File: src/rtl/fetch_ctrl.sv
// Instruction-fetch sequencer: owns the PC, runs the memory req/ack handshake,
// and feeds a one-entry output register backed by a one-word skid buffer.
module fetch_ctrl #(
  parameter int                    ADDR_WIDTH = 32,
  parameter logic [ADDR_WIDTH-1:0] RESET_PC   = '0
) (
  input  logic                  clk,
  input  logic                  rst,
  input  logic                  stall_i,
  input  logic                  br_taken_i,
  input  logic [ADDR_WIDTH-1:0] br_target_i,
  output logic                  mem_req_o,
  output logic [ADDR_WIDTH-1:0] mem_addr_o,
  input  logic                  mem_ack_i,
  input  logic [31:0]           mem_rdata_i,
  output logic                  inst_valid_o,
  output logic [31:0]           inst_o,
  output logic [ADDR_WIDTH-1:0] inst_pc_o
);

  typedef enum logic [1:0] {S_IDLE, S_FETCH, S_HOLD, S_DRAIN} state_t;

  state_t                r_state, w_state_next;
  logic [ADDR_WIDTH-1:0] r_pc, w_pc_next;
  logic [ADDR_WIDTH-1:0] r_tgt, w_tgt_next;
  logic [31:0]           r_skid, w_skid_next;
  logic [ADDR_WIDTH-1:0] r_skid_pc, w_skid_pc_next;
  logic                  r_valid, w_valid_next;
  logic [31:0]           r_inst, w_inst_next;
  logic [ADDR_WIDTH-1:0] r_inst_pc, w_inst_pc_next;

  logic                  w_ack;
  logic                  w_slot_free;
  logic                  w_consumed;
  logic [ADDR_WIDTH-1:0] w_tgt_in;
  logic [ADDR_WIDTH-1:0] w_pc_inc;

  // During DRAIN the PC is left untouched, so it still names the abandoned
  // request and the address stays stable until that transfer is acked.
  assign mem_req_o    = (r_state == S_FETCH) || (r_state == S_DRAIN);
  assign mem_addr_o   = r_pc;
  assign inst_valid_o = r_valid;
  assign inst_o       = r_inst;
  assign inst_pc_o    = r_inst_pc;

  assign w_ack       = mem_req_o && mem_ack_i;
  assign w_slot_free = !r_valid || !stall_i;
  assign w_consumed  = r_valid && !stall_i;
  assign w_tgt_in    = br_target_i & ~ADDR_WIDTH'(3);
  assign w_pc_inc    = r_pc + ADDR_WIDTH'(4);

  always_ff @(posedge clk) begin
    if (rst) begin
      r_state   <= S_IDLE;
      r_pc      <= RESET_PC;
      r_tgt     <= '0;
      r_skid    <= '0;
      r_skid_pc <= '0;
      r_valid   <= 1'b0;
      r_inst    <= '0;
      r_inst_pc <= '0;
    end else begin
      r_state   <= w_state_next;
      r_pc      <= w_pc_next;
      r_tgt     <= w_tgt_next;
      r_skid    <= w_skid_next;
      r_skid_pc <= w_skid_pc_next;
      r_valid   <= w_valid_next;
      r_inst    <= w_inst_next;
      r_inst_pc <= w_inst_pc_next;
    end
  end

  always_comb begin
    w_state_next   = r_state;
    w_pc_next      = r_pc;
    w_tgt_next     = r_tgt;
    w_skid_next    = r_skid;
    w_skid_pc_next = r_skid_pc;
    w_valid_next   = r_valid;
    w_inst_next    = r_inst;
    w_inst_pc_next = r_inst_pc;

    unique case (r_state)
      S_IDLE: begin
        w_state_next = S_FETCH;
        if (br_taken_i) begin
          w_pc_next    = w_tgt_in;
          w_valid_next = 1'b0;
        end
      end
      S_FETCH: begin
        if (br_taken_i) begin
          w_valid_next = 1'b0;
          if (w_ack) begin
            w_pc_next = w_tgt_in;
          end else begin
            w_tgt_next   = w_tgt_in;
            w_state_next = S_DRAIN;
          end
        end else if (w_ack) begin
          w_pc_next = w_pc_inc;
          if (w_slot_free) begin
            w_inst_next    = mem_rdata_i;
            w_inst_pc_next = r_pc;
            w_valid_next   = 1'b1;
          end else begin
            w_skid_next    = mem_rdata_i;
            w_skid_pc_next = r_pc;
            w_state_next   = S_HOLD;
          end
        end else if (w_consumed) begin
          w_valid_next = 1'b0;
        end
      end
      S_HOLD: begin
        if (br_taken_i) begin
          w_valid_next = 1'b0;
          w_pc_next    = w_tgt_in;
          w_state_next = S_FETCH;
        end else if (!stall_i) begin
          w_inst_next    = r_skid;
          w_inst_pc_next = r_skid_pc;
          w_valid_next   = 1'b1;
          w_state_next   = S_FETCH;
        end
      end
      S_DRAIN: begin
        // Latest redirect wins; the acked word is always thrown away here.
        if (br_taken_i) begin
          w_tgt_next   = w_tgt_in;
          w_valid_next = 1'b0;
        end else if (w_ack) begin
          w_pc_next    = r_tgt;
          w_state_next = S_FETCH;
        end
      end
      default: w_state_next = S_IDLE;
    endcase
  end

endmodule

File: config.mk
export PLATFORM = sky130hd
export DESIGN_NAME = fetch_ctrl
export DESIGN_NICKNAME = d
export VERILOG_FILES = /design/src/rtl/fetch_ctrl.sv
export SDC_FILE = /design/constraint.sdc
export NUM_CORES = 1
export LEC_CHECK = 0
export CORE_AREA = 2 2 133 135
export DETAILED_ROUTE_END_ITERATION = 8
export DIE_AREA = 0 0 135 137
export PLACE_DENSITY = 0.9
export SYNTH_ARGS = -nofsm -noshare
export SYNTH_HDL_FRONTEND = slang
export SYNTH_SLANG_ARGS = --single-unit
File: constraint.sdc
create_clock -name clk -period 2.9 [get_ports clk]
set_input_delay 0.58 -clock clk [delete_from_list [all_inputs] [get_ports clk]]
set_output_delay 0.58 -clock clk [all_outputs]
set_load 0.1 [all_outputs]
# ---- After elaboration in Yosys (flattened, before gate mapping)
# Cells that the tools add are included.
# Widths: inputs -> output; s select.
dict set report totals {
  regBits 195
  input_bits 69
  wordCells 88
}
dict set report op_classes {
  add_sub_neg 1
  eq_ne 21
  n_mux 39
  bitwise_logic 2
  n_reduce_logical 17
}
# cell n
set op_table {}
lappend op_table {{$mux 32} 18}
lappend op_table {{$pmux 32 s2} 3}
lappend op_table {{$pmux 32 s3} 1}
lappend op_table {{$add 32x3->32 const B} 1}
lappend op_table {{$ne 2x2->1 const B} 10}
lappend op_table {{$mux 2} 8}
lappend op_table {{$reduce_and 4->1} 4}
lappend op_table {{$ne 3x3->1 const B} 4}
lappend op_table {{$reduce_and 6->1} 2}
lappend op_table {{$ne 4x4->1 const B} 2}
lappend op_table {{$pmux 2 s4} 1}
lappend op_table {{$mux 1} 7}
lappend op_table {{$eq 2x2->1 const B} 2}
lappend op_table {{$ne 2x1->1 const B} 2}
lappend op_table {{$reduce_bool 2->1} 2}
lappend op_table {{$reduce_or 2->1} 2}
lappend op_table {{$pmux 1 s3} 1}
lappend op_table {{$eq 2x1->1 const B} 1}
lappend op_table {{$logic_and 1x1->1} 2}
lappend op_table {{$logic_not 1->1} 2}
lappend op_table {{$logic_not 2->1} 1}
lappend op_table {{$logic_or 1x1->1} 2}
lappend op_table {{$not 1->1} 2}

# ---- Logic depth before layout (Yosys ltp)
dict set report depth {
  ltp_word 6
  mapped_depth 10
  mapped_depth_nobuf 7
}

# ---- Worst setup path after synthesis
# OpenSTA, ideal clock, no wires.
dict set report synth_timing {
  path_kind {reg2reg}
  start {register r_pc[19], in the netlist mem_addr_o[19]}
  end {register r_pc[30], in the netlist mem_addr_o[30]}
  arrival_ps 2755
  setup_slack_ps 41
  stages_incl_launch_ff 8
  path_buffers 2
  period_less_slack_ps 2859
  cell_sequence {dfxtp_1 > clkbuf_2 > nand4_2 > or4_4 > buf_6 > nor4_4 > xnor2_1 > a2111oi_2}
}
dict set report synth_between {
  elab_chain_len 4
}
# item line_no
set synth_rtl {}
lappend synth_rtl {{start, declared} 24} ;# logic [ADDR_WIDTH-1:0] r_pc, w_pc_next;
lappend synth_rtl {{start signal, assigned} 64} ;# r_pc <= w_pc_next;
lappend synth_rtl {{$add 32x3->32} 50} ;# assign w_pc_inc = r_pc + ADDR_WIDTH'(4);
lappend synth_rtl {{$mux 32} 101} ;# end else if (w_ack) begin
lappend synth_rtl {{$mux 32} 93} ;# if (br_taken_i) begin
lappend synth_rtl {{$pmux 32 s3} 84} ;# unique case (r_state)
# Every way passes these cells. The select of a mux whose other input is x is not followed.
# A chain may end at the register's enable or synchronous reset.

# ---- Worst setup path after layout
dict set report layout_timing {
  start {register r_state[1]}
  end {output mem_req_o}
}
dict set report layout_between {
  elab_chain_len 2
  elab_cells_between_ends 3
  cone_classes {eq/ne (2); reduce/logical (1)}
}
# item line_no
set layout_rtl {}
lappend layout_rtl {{start, declared} 23} ;# state_t r_state, w_state_next;
lappend layout_rtl {{start signal, assigned} 63} ;# r_state <= w_state_next;
lappend layout_rtl {{$eq 2x1->1 / $eq 2x2->1 (equally long branches)} 40} ;# assign mem_req_o = (r_state == S_FETCH) || (r_state == S_DRAIN);
lappend layout_rtl {{$logic_or 1x1->1 *} 40}
lappend layout_rtl {{end, declared} 12} ;# output logic mem_req_o,
# Mark *: on every way between the ends. The rest lies on a longest branch, timed or not.

==> results.yml <==
timing:
  worst_pin_slew_ns: 1.119
  max_freq_ghz: 0.4038
  layout_min_cycle_time_ns: 2.476
  skew_ns: 0.007000
  worst_slack_ns: 0.4237
  hold_viol_final: 0
  setup_tns_ns: 0
  slew_violations: 0
  period_share_pct: 85.39
  relSlewSlack_pct: 25.42
  fin_hold_ws_ns: 0.4536
  setup_viol: 0
  rsz0062_at_grt: "false"
route:
  drc_errors: 0
  drt_first_pass_iters: 5
  drt_wl_total_um: 23910
  num_vias: 8408
  drtIter0Drc: 825
  final_antenna_net_count: 0
  routed_via_density: 5.880
  route.detailed.wl_per_inst_um: 16.72
pwr:
  leakagePower_nw: 3.776
  vdd_ir_drop_max_uv: 427.7
  powerDensity_nw_per_um2: 718.7
cts:
  cts_tree: "done"
  cts_resized: 0
  worstSkewPairLatency_ns: 0.42
  htree_levels: 4
  clk_pin_slew_ns: 0.07
  cts-buffers-inserted: 17
  cts.path.max_buffers: 2
  post_cts_buffers: 0
  cts_hold_buffers: 0
  cts-root-buf: "clkbuf_16"
  clkSinkCount: 187
run:
  cap_viol_max_count: 0
cells_and_area:
  seqCellArea_um2: 3744
  layout_common_cells: "nand2_1, dfxtp_1, a21oi_1, buf_4, nor2_1"
  nFillCells: 1433
  syn2layout_area_growth_pct: 24.62
  layout_commonest_cell: "nand2_1"
  fin_util_pct: 63.62
  nNetsFinal: 1267
  final_layout_size_suffix_gt1_share_pct: 14.19
  multiInputGateArea_um2: 4543
  num_antenna_cells: 0
worst_setup_path:
  start_kind: "flip-flop"
  crit_arrival_ns: 1.90
  cp_max_fo: 6
  critical_path_class: "reg -> out"
  critical_path_required_ns: 2.32
  crit_path_end_kind: "primary output"
  r2r_slack_ns: 0.58
synth:
  netlist_area_um2: 8707
  synth_seq_cells: 187
  synth_edf_count: 0
  synthTopCellsByArea: "dfxtp_1, nand2_1, a21oi_1, mux2i_1, a211oi_1"
  yosysWarnings: 0
  async_flop_share_pct: 0
  synthFlopType: "dfxtp_1"
  synth_area_leader_cell: "dfxtp_1"
  synth_top_area_share_pct: 42.99
  ys_types: 63
  postSynthCellCount: 1085
  ys_seq_area_share_pct: 42.99
  avgSynthCellArea_um2: 8.025
global_routing:
  grt_pass1_vias: 7559
  antenna_found_initial: 0
  overflow: 0
  grt_usage_pct: 25.24
  grt_pass1_wl_um: 37770
  grt_max_degree: 125
status:
  outcome: "finished clean"
die:
  dieArea_um2: 18500
  die_w_um: 135
  die-height_um: 137
  core_area_um2: 17060
  initial_utilization_pct: 51.05
  ios: 167
  fp-row-count: 48
placement:
  place.gp.congestion: 0.9020
  dp_slack_ns: 0.2115
  portBuffers: 160
  dp_hpwl_um: 15340
min_path:
  hold_path_class: "reg -> reg"
-- state kept, by name (all words and copies together), names as in the netlist --
| name | flops |
|---|---|
| r_skid | 32 |
| inst_valid_o | 1 |
| r_skid_pc | 30 |
| r_state | 2 |
| inst_o | 32 |
| mem_addr_o | 30 |
| r_tgt | 30 |
| inst_pc_o | 30 |
-- worst max-delay path, cell delays in order (launching register included) --
cell and delay [ns]:
dfxtp_1 0.43, inv_1 0.11, ha_2 0.23, nor2_1 0.29
inv_1 0.19, buf_12 0.21
-- logic make-up after synthesis --
group	count (synthesis)	synth area share (%)
XOR/XNOR	6	0.6035
AO/OA/AOI/OAI	305	22.62
buffers and inverters	117	5.374
other	1	0.04307
multiplexers	66	7.602
adder cells (fa/ha/maj)	5	0.7185
flip-flops	187	42.99
AND/OR/NAND/NOR	398	20.05
-- synth_stat cells, types with 5 or more instances --
master,n
nor2_1,98
nor3_1,13
nand2_1,216
inv_1,16
mux2i_1,65
nand3_1,13
nor3b_1,5
a22oi_1,6
nor4_1,7
a211oi_1,72
a21oi_1,132
ha_1,5
nand2b_1,11
buf_1,17
a31oi_1,11
dfxtp_1,187
clkbuf_1,74
a221oi_1,19
nand4_1,10
o21ai_0,26
-- final timing paths --
path / start / to / cells past startpoint
worst max register to register: r_state[1]$_SDFFE_PP0P_ / inst_o[26]$_SDFFE_PP0P_ / 8
worst min-delay path: r_skid_pc[4]$_SDFFE_PP0P_ / r_skid_pc[4]$_SDFFE_PP0P_ / 2
worst max-delay path: r_state[1]$_SDFFE_PP0P_ / mem_req_o / 5
worst min register to register: r_skid_pc[4]$_SDFFE_PP0P_ / r_skid_pc[4]$_SDFFE_PP0P_ / 2
-- stage by stage --
stage / total power [mW] / area, µm² / instances
floorplan: 4.788 / 8718 / 1088
global placement: 5.386 / 10250 / 1399
detailed placement: 5.426 / 10250 / 1399
CTS: 7.796 / 10850 / 1430
global route: 8.067 / 10850 / 1430
finish: 7.798 / 10850 / 1430
-- power breakdown --
group / switching [mW] / total [mW] / internal (mW)
combinational: 1.82 / 2.48 / 0.657
sequential: 0.199 / 2.94 / 2.74
clock: 0.981 / 2.39 / 1.41
-- routing by layer --
layer | global-route usage [%] | up-vias | routed length, µm
met5 | 0 | - | 0
met4 | 9.144 | 0 | 517
met3 | 5.222 | 46 | 1794
met2 | 39.93 | 404 | 11240
met1 | 34.20 | 3892 | 10360
li1 | - | 4066 | -
-- layout make-up --
class	instances	area share, %
clock buffers	22	4.278
clock inverters	9	1.268
inverters	16	0.5535
multi-input cells	784	41.87
flip-flops and latches	187	34.50
well taps	225	2.595
repair buffers	187	14.93
(Power assumes the default switching activity.)
